### src/rtl/mux8_rr_scheduler.sv
// Round-robin scheduler in front of the shared 8:1 mux.
// Picks one requester at a time, drives the mux select and a one-hot grant,
// and keeps the owner for up to BURST accepted beats before rotating priority.
//
// Handshake: a beat transfers on any rising edge where out_valid and
// out_ready are both high. out_valid is combinational from req[sel] and may
// drop without a transfer when the owner withdraws; nothing here buffers data.
module mux8_rr_scheduler #(
    parameter int BURST = 4
) (
    input  logic       clk,
    input  logic       rst_n,
    input  logic       en,
    input  logic [7:0] req,
    input  logic       out_ready,
    output logic [2:0] sel,
    output logic [7:0] grant,
    output logic       out_valid,
    output logic       busy,
    output logic       fsm_state
);

    localparam logic [0:0] S_IDLE  = 1'b0;
    localparam logic [0:0] S_GRANT = 1'b1;

    // Beat count at which the accepted beat is the last of the burst.
    localparam logic [7:0] LAST_BEAT = 8'(BURST - 1);

    logic [0:0] state;
    logic [2:0] ptr;
    logic [7:0] beats;

    logic [2:0] winner;
    logic [2:0] scan_idx;
    logic       owner_req;
    logic       beat;
    logic       last_beat;
    logic       release_now;
    logic       start;

    // Rotating priority scan: the lowest offset from ptr with a request wins.
    // Walking offsets from 7 down to 0 lets the closest one overwrite the rest.
    always_comb begin
        winner   = ptr;
        scan_idx = ptr;
        for (int k = 7; k >= 0; k--) begin
            scan_idx = ptr + 3'(k);
            if (req[scan_idx]) begin
                winner = scan_idx;
            end
        end
    end

    // Handshake and release decode for the current owner.
    always_comb begin
        owner_req   = req[sel];
        out_valid   = (state == S_GRANT) && owner_req;
        beat        = out_valid && out_ready;
        last_beat   = beat && (beats == LAST_BEAT);
        release_now = (state == S_GRANT) && (last_beat || !owner_req);
        start       = (state == S_IDLE) && en && (req != 8'd0);
    end

    assign fsm_state = state;

    // Grant/release state machine; sel is left alone on release so the mux
    // keeps pointing at the last owner while idle.
    always_ff @(posedge clk or negedge rst_n) begin
        if (!rst_n) begin
            state <= S_IDLE;
            sel   <= 3'd0;
            grant <= 8'd0;
            busy  <= 1'b0;
            ptr   <= 3'd0;
            beats <= 8'd0;
        end else if (state == S_IDLE) begin
            if (start) begin
                state <= S_GRANT;
                sel   <= winner;
                grant <= 8'd1 << winner;
                busy  <= 1'b1;
                beats <= 8'd0;
            end
        end else begin
            if (release_now) begin
                state <= S_IDLE;
                grant <= 8'd0;
                busy  <= 1'b0;
                ptr   <= sel + 3'd1;
                beats <= 8'd0;
            end else if (beat) begin
                beats <= beats + 8'd1;
            end
        end
    end

endmodule

### config.mk
export PLATFORM = sky130hd
export DESIGN_NAME = mux8_rr_scheduler
export DESIGN_NICKNAME = d
export VERILOG_FILES = /design/src/rtl/mux8_rr_scheduler.sv
export SDC_FILE = /design/constraint.sdc
export NUM_CORES = 1
export LEC_CHECK = 0
export BUFFER_PORTS_ARGS = -buffer_cell sky130_fd_sc_hd__clkbuf_2
export CAP_MARGIN = 25
export CORE_UTILIZATION = 45
export DETAILED_ROUTE_END_ITERATION = 16
export PLACE_DENSITY = 0.74
export SLEW_MARGIN = 20
export SYNTH_ARGS = -nofsm -noshare
export SYNTH_HDL_FRONTEND = slang
export SYNTH_SLANG_ARGS = --single-unit
### constraint.sdc
create_clock -name clk -period 7.1 [get_ports clk]
set_input_delay 1.775 -clock clk [delete_from_list [all_inputs] [get_ports clk]]
set_output_delay 1.775 -clock clk [all_outputs]
set_load 0.02 [all_outputs]
==> metrics.txt, run 1 <==
status=completed; Synth area leaders=dfrtp_1 (29%), mux4_2 (12%), mux2i_1 (5.7%); setup violators final=0; 1st-iter DRT viols=67; largest net degree at the start of global routing=25; die height=around 70 um; I/O Buffers=25; switching power=641 uW; Routed Antenna Nets=0; R2R cell count=8; CTS tree=yes; # IOs=26; Synth Register Bits=24; Int Power=629 uW; hold path depth=2; Hold WC Path Type=flip-flop to flip-flop; combinational power share=0.690; hold endpoint=busy$_DFFE_PN0P_; clock sink count=24; Final #Nets=257; hold slack=0.484 ns; switching part of the total=0.505; full die area=0.00493 mm^2; Worst Hold Launch=busy$_DFFE_PN0P_; Async SR Flop Fraction=1.00; DRT Wirelength=5.01 mm; R2R Setup Slk=approximately 3.1 ns; Max Root-Sink Buffers=2; fin crit share=0.663; register area share after synthesis=0.287; layout cell share with drive strength beyond 1=0.238; Pleak=around 1 nW; total number of vias=between 1.5k and 2k; Reg power frac=0.215; Slew HR=0.391; drt pass-1 iters=4; wire per inst=17.2 um; final RePlAce weighted congestion=0.824; post-synth top area share=0.287; Syn Std Cell Area=about 0.0021 mm^2; unrepaired setup endpoints after global routing=false; f_max=212 MHz; clk root buf=clkbuf_8; row count=24; Clock Skews=0.00247 ns; Hold Vio Cnt, Final=0; crit path capture type=primary output; Clock power frac=0.095; RR Startpoint=ptr[1]$_DFFE_PN0P_; Post-Syn Instances=roughly 220; Critical Path Start Type=input pin; Synth area leader=dfrtp_1; Ant. Diodes=0; post_cts resized=0; fill count=415; Layout area overhead=9.85%; total CTS buffers=3; Setup TNS=0 ns; critical path required time=approximately 5.3 ns; number of global-route vias before repair=1732; met1 GRT Util=0.305; hold-fix buffers at CTS=0; YS warnings=0; grt ovf=0; Critical R2R Capture=grant[5]$_DFFE_PN0P_; Synth Flop Type=dfrtp_1; grt met2 use=0.346; Max Slew Vio Count=0; clock period minus final worst setup slack=4.71 ns; # H-tree levels=1; grt met3 use=0.0289; distinct cell type count after synthesis=54; GRT Resource Usage Total=0.211; latest clock arrival within the worst-skew pair=0.27 ns; first-pass GRT wire length=8.43 mm; syn nets=237; vias per std cell=6.28; Post-synth EDFFs=0; Post CTS Setup Buffer Count=0; Die Wd=70.2 um; Initial Util=0.475; worst-path maximum fanout=8; CP Class=input pin to primary output; Clock Pin Slew Worst Setup and Hold Paths=approximately 0.080 ns; power per cell area=552 mW/mm^2; Core ar.=0.00441 mm^2; Max Cap Viol=0; Avg Cell Area, Syn=9.48 um^2; DRC=0; Detailed Place HPWL=3.73 mm; global route hottest layer=met2; Peak VDD IR=0.222 mV; worst slew pin tran=0.914 ns; initial antenna violation count=0; register cell area after layout=601 um^2; area occupied by multi-input gates=about 0.0014 mm^2; CP Data Arrival Time=2.93 ns
synthesized netlist by cell type, drive strengths merged, types with 4 or more instances:
master / n
nand2: 32
dfrtp: 24
o21ai: 19
mux4: 13
nand3: 13
nor2: 13
mux2i: 12
a21oi: 8
mux2: 7
nand2b: 6
nor3: 6
buf: 5
clkbuf: 5
inv: 5
ha: 4
nor2b: 4
kinds of logic after synthesis:
kind of cell    synth area share
xor+xnor                  0.0209
fa+ha+maj                 0.0239
mux                        0.238
compound gates             0.179
buf+inv                   0.0352
flops                      0.287
simple gates               0.216
power groups by stage:
stage | clock network, mW | registers, mW | logic [mW]
floorplan | 0 | 0.243 | 0.717
global placement | 0 | 0.273 | 0.844
detailed placement | 0 | 0.277 | 0.869
CTS | 0.121 | 0.274 | 0.872
global route | 0.128 | 0.285 | 0.958
finish | 0.120 | 0.273 | 0.876
cell type report:
class | instances | area share
multi-input combinational | 182 | 0.617
sequential | 24 | 0.261
tap | 52 | 0.0283
timing repair buffer | 25 | 0.0543
clock buffer | 3 | 0.0179
clock inverter | 1 | 0.0130
inverter | 5 | 0.00815
critical path: stages:
cell,delay [ns]
clkbuf_2,0.15
mux4_2,0.48
mux2i_1,0.29
nor2b_1,0.08
clkbuf_2,0.16
flip-flops by register name, summed over array words and instances, names as in the netlist:
signal / flops
sel: 3
fsm_state: 1
grant: 8
beats: 8
busy: 1
ptr: 3
how the worst max path moves through the flow:
| stage | slack (ns) | endpoint | cells after the start | from |
|---|---|---|---|---|
| finish | 2.39 | out_valid | 5 | req[4] |
| global route | 2.32 | out_valid | 5 | req[7] |
| CTS | 2.39 | out_valid | 5 | req[4] |
| detailed placement | 2.39 | out_valid | 5 | req[4] |
| global placement | 2.42 | out_valid | 5 | req[3] |
| floorplan | 2.77 | out_valid | 3 | req[7] |
cell usage in the layout, fill, tap and decap left out, types with 2 or more instances in the layout:
master	netlist	routed
a22o_1	2	2
xor2_1	3	3
mux2i_1	12	12
nor2_1	13	13
nor4_1	2	2
a21oi_1	8	8
clkbuf_2	0	25
xnor2_1	2	2
nor2b_1	4	4
o21ai_1	2	2
dfrtp_1	24	24
nor3_1	5	5
o31ai_1	3	3
a32o_2	2	2
a22oi_1	3	3
o21ai_0	17	17
clkbuf_8	0	3
mux4_2	11	11
ha_1	4	4
mux4_1	2	2
inv_1	5	5
mux2_2	7	7
nand2_1	31	31
nand3_1	13	13
and3_1	3	3
o211ai_1	2	2
nand2b_1	6	6
metrics by stage:
step	power [mW]	util	cells	instance area, um^2	worst slack [ns]
floorplan	0.960	-	221	2100	2.77
global placement	1.12	0.505	288	2230	2.42
detailed placement	1.15	0.505	288	2230	2.39
CTS	1.27	0.522	292	2300	2.39
global route	1.37	0.522	292	2300	2.32
finish	1.27	0.522	292	2300	2.39
layer usage:
layer  up-vias  wire [um]  share of wire
met4         0         25         0.0050
li1        876          -              -
met3         5        239          0.048
met1       901       2250           0.45
met5         -          0              0
met2        51       2490           0.50
Power figures use the tool's default switching activity.
==> run 2: changes to the inputs <==
--- a/config.mk
+++ b/config.mk
@@ -9,7 +9,7 @@
 export CAP_MARGIN = 25
 export CORE_UTILIZATION = 45
 export DETAILED_ROUTE_END_ITERATION = 16
-export PLACE_DENSITY = 0.74
+export PLACE_DENSITY = 0.77
 export SLEW_MARGIN = 20
 export SYNTH_ARGS = -nofsm -noshare
 export SYNTH_HDL_FRONTEND = slang
==> constraint.sdc (replaced) <==
create_clock -name clk -period 4.05 [get_ports clk]
set_input_delay 1.0125 -clock clk [delete_from_list [all_inputs] [get_ports clk]]
set_output_delay 1.0125 -clock clk [all_outputs]
set_load 0.02 [all_outputs]
==> metrics.txt, run 2 (synthesis gave the netlist of run 1 again) <==
hold path depth=2 (unchanged); die height=70.2 um (unchanged); Worst Hold Launch=grant[3]$_DFFE_PN0P_; commonest cells after routing, fill and taps aside=nand2_1 (31), clkbuf_2 (25), dfrtp_1 (24); Max Root-Sink Buffers=2 (unchanged); power per cell area=939 mW/mm^2 (+70%); Setup TNS=0 ns (unchanged); Critical Path Start Type=input pin; Hold Vio Cnt, Final=0 (unchanged); fill count=416 (+0.24%); vias per std cell=6.21 (-1.0%); I/O Buffers=25 (unchanged); Peak VDD IR=0.337 mV (+52%); CP Data Arrival Time=2.23 ns (-0.70 ns); total CTS buffers=3 (unchanged); Pleak=1.00 nW (+0.80%); Max Cap Viol=0 (unchanged); grt ovf=0 (unchanged); initial antenna violation count=0 (unchanged); clk root buf=clkbuf_8; final RePlAce weighted congestion=0.843 (+2.3%); # H-tree levels=1 (unchanged); latest clock arrival within the worst-skew pair=0.27 ns (about the same); GRT Resource Usage Total=0.205 (-0.00606); fin crit share=0.801; DRT Wirelength=4.80 mm (-4.2%); drt pass-1 iters=5 (+1); DRC=0 (unchanged); Clock Skews=0.00451 ns (+0.00204 ns); most common cell after layout, fill and taps aside=nand2_1; crit path capture type=primary output; number of global-route vias before repair=1749 (+0.98%); hold endpoint=grant[3]$_DFFE_PN0P_; RR Startpoint=ptr[1]$_DFFE_PN0P_; Slew HR=0.592 (+0.201); full die area=0.00493 mm^2 (unchanged); 1st-iter DRT viols=142 (+110%); wire per inst=16.3 um (-5.1%); clock sink count=24 (unchanged); Initial Util=0.475 (unchanged); Core ar.=0.00441 mm^2 (unchanged); Post CTS Setup Buffer Count=0 (unchanged); first-pass GRT wire length=8.32 mm (-1.3%); dpl cell area=0.00225 mm^2 (+1.0%); largest registers=beats: 8 flops, grant: 8 flops; layout cell share with drive strength beyond 1=0.247 (+0.00941); Non-Filler Instances=295 (+1.0%); Detailed Place HPWL=3.53 mm (-5.3%); CP Class=input pin to primary output; R2R Setup Slk=0.85 ns (-2.28 ns); Final #Nets=260 (+1.2%); row count=24 (unchanged); critical path required time=3.04 ns (-2.29 ns); f_max=308 MHz; Layout area overhead=10.1%; CTS tree=yes; Die Wd=70.2 um (unchanged); R2R cell count=9 (+1); Critical R2R Capture=grant[7]$_DFFE_PN0P_; Clock Pin Slew Worst Setup and Hold Paths=0.08 ns (about the same); largest net degree at the start of global routing=25 (unchanged); status=completed; setup violators final=0 (unchanged); worst slew pin tran=0.610 ns (-0.303 ns); Hold WC Path Type=flip-flop to flip-flop; Ant. Diodes=0 (unchanged); clock period minus final worst setup slack=3.25 ns; Max Slew Vio Count=0 (unchanged); unrepaired setup endpoints after global routing=false; hold-fix buffers at CTS=0 (unchanged); total number of vias=1833 (unchanged); post_cts resized=0 (unchanged); worst-path maximum fanout=8 (unchanged); fin area=0.00231 mm^2 (+0.27%); # IOs=26 (unchanged); Routed Antenna Nets=0 (unchanged); Placed Cells=291 (+1.0%)
[run 2: stage by stage]
step	hold WS, ns	setup slack [ns]	util	power [mW]
2_1_floorplan	0.455	0.856	-	1.68
3_3_place_gp	0.468	0.779	0.510	1.96
3_5_place_dp	0.476	0.696	0.510	2.00
4_1_cts	0.496	0.825	0.523	2.17
5_1_grt	0.537	0.562	0.523	2.36
6_report	0.487	0.804	0.523	2.17
[run 2: power breakdown]
| part | switching, mW | internal, mW | total [mW] |
|---|---|---|---|
| Clock | 0.0744 | 0.0868 | 0.161 |
| Sequential | 0.0687 | 0.310 | 0.378 |
| Combinational | 0.950 | 0.677 | 1.63 |
| Total | 1.09 | 1.07 | 2.17 |
[run 2: worst max path at each step]
| stage | startpoint | to | slack, ns | cells past startpoint |
|---|---|---|---|---|
| floorplan | ptr[0]$_DFFE_PN0P_ | grant[4]$_DFFE_PN0P_ | 0.86 | 14 |
| global placement | req[6] | grant[6]$_DFFE_PN0P_ | 0.78 | 8 |
| detailed placement | req[0] | grant[4]$_DFFE_PN0P_ | 0.70 | 8 |
| CTS | req[7] | out_valid | 0.82 | 5 |
| global route | ptr[1]$_DFFE_PN0P_ | grant[3]$_DFFE_PN0P_ | 0.56 | 9 |
| finish | req[5] | out_valid | 0.80 | 5 |
[run 2: cell type report]
type | instances | area [um^2] | share of cell area
clock buffer | 4 | 55.1 | 0.0238
inverter | 5 | 18.8 | 0.00813
multi-input combinational | 182 | 1420 | 0.616
sequential | 24 | 601 | 0.260
tap | 52 | 65.1 | 0.0282
timing repair buffer | 28 | 148 | 0.0640
[run 2: routing by layer]
layer  part of all wire  track usage  up-vias  wire (um)
met4             0.0060       0.0200        0         29
met2               0.51        0.343       35       2450
met3              0.033       0.0332        6        158
met5                  0            0        -          0
li1                   -            -      887          -
met1               0.45        0.290      905       2160
[run 2: worst max-delay path: stages]
cell and delay [ns]:
clkbuf_2 0.14, mux4_2 0.51, mux2i_1 0.32, nor2b_1 0.08, clkbuf_2 0.16
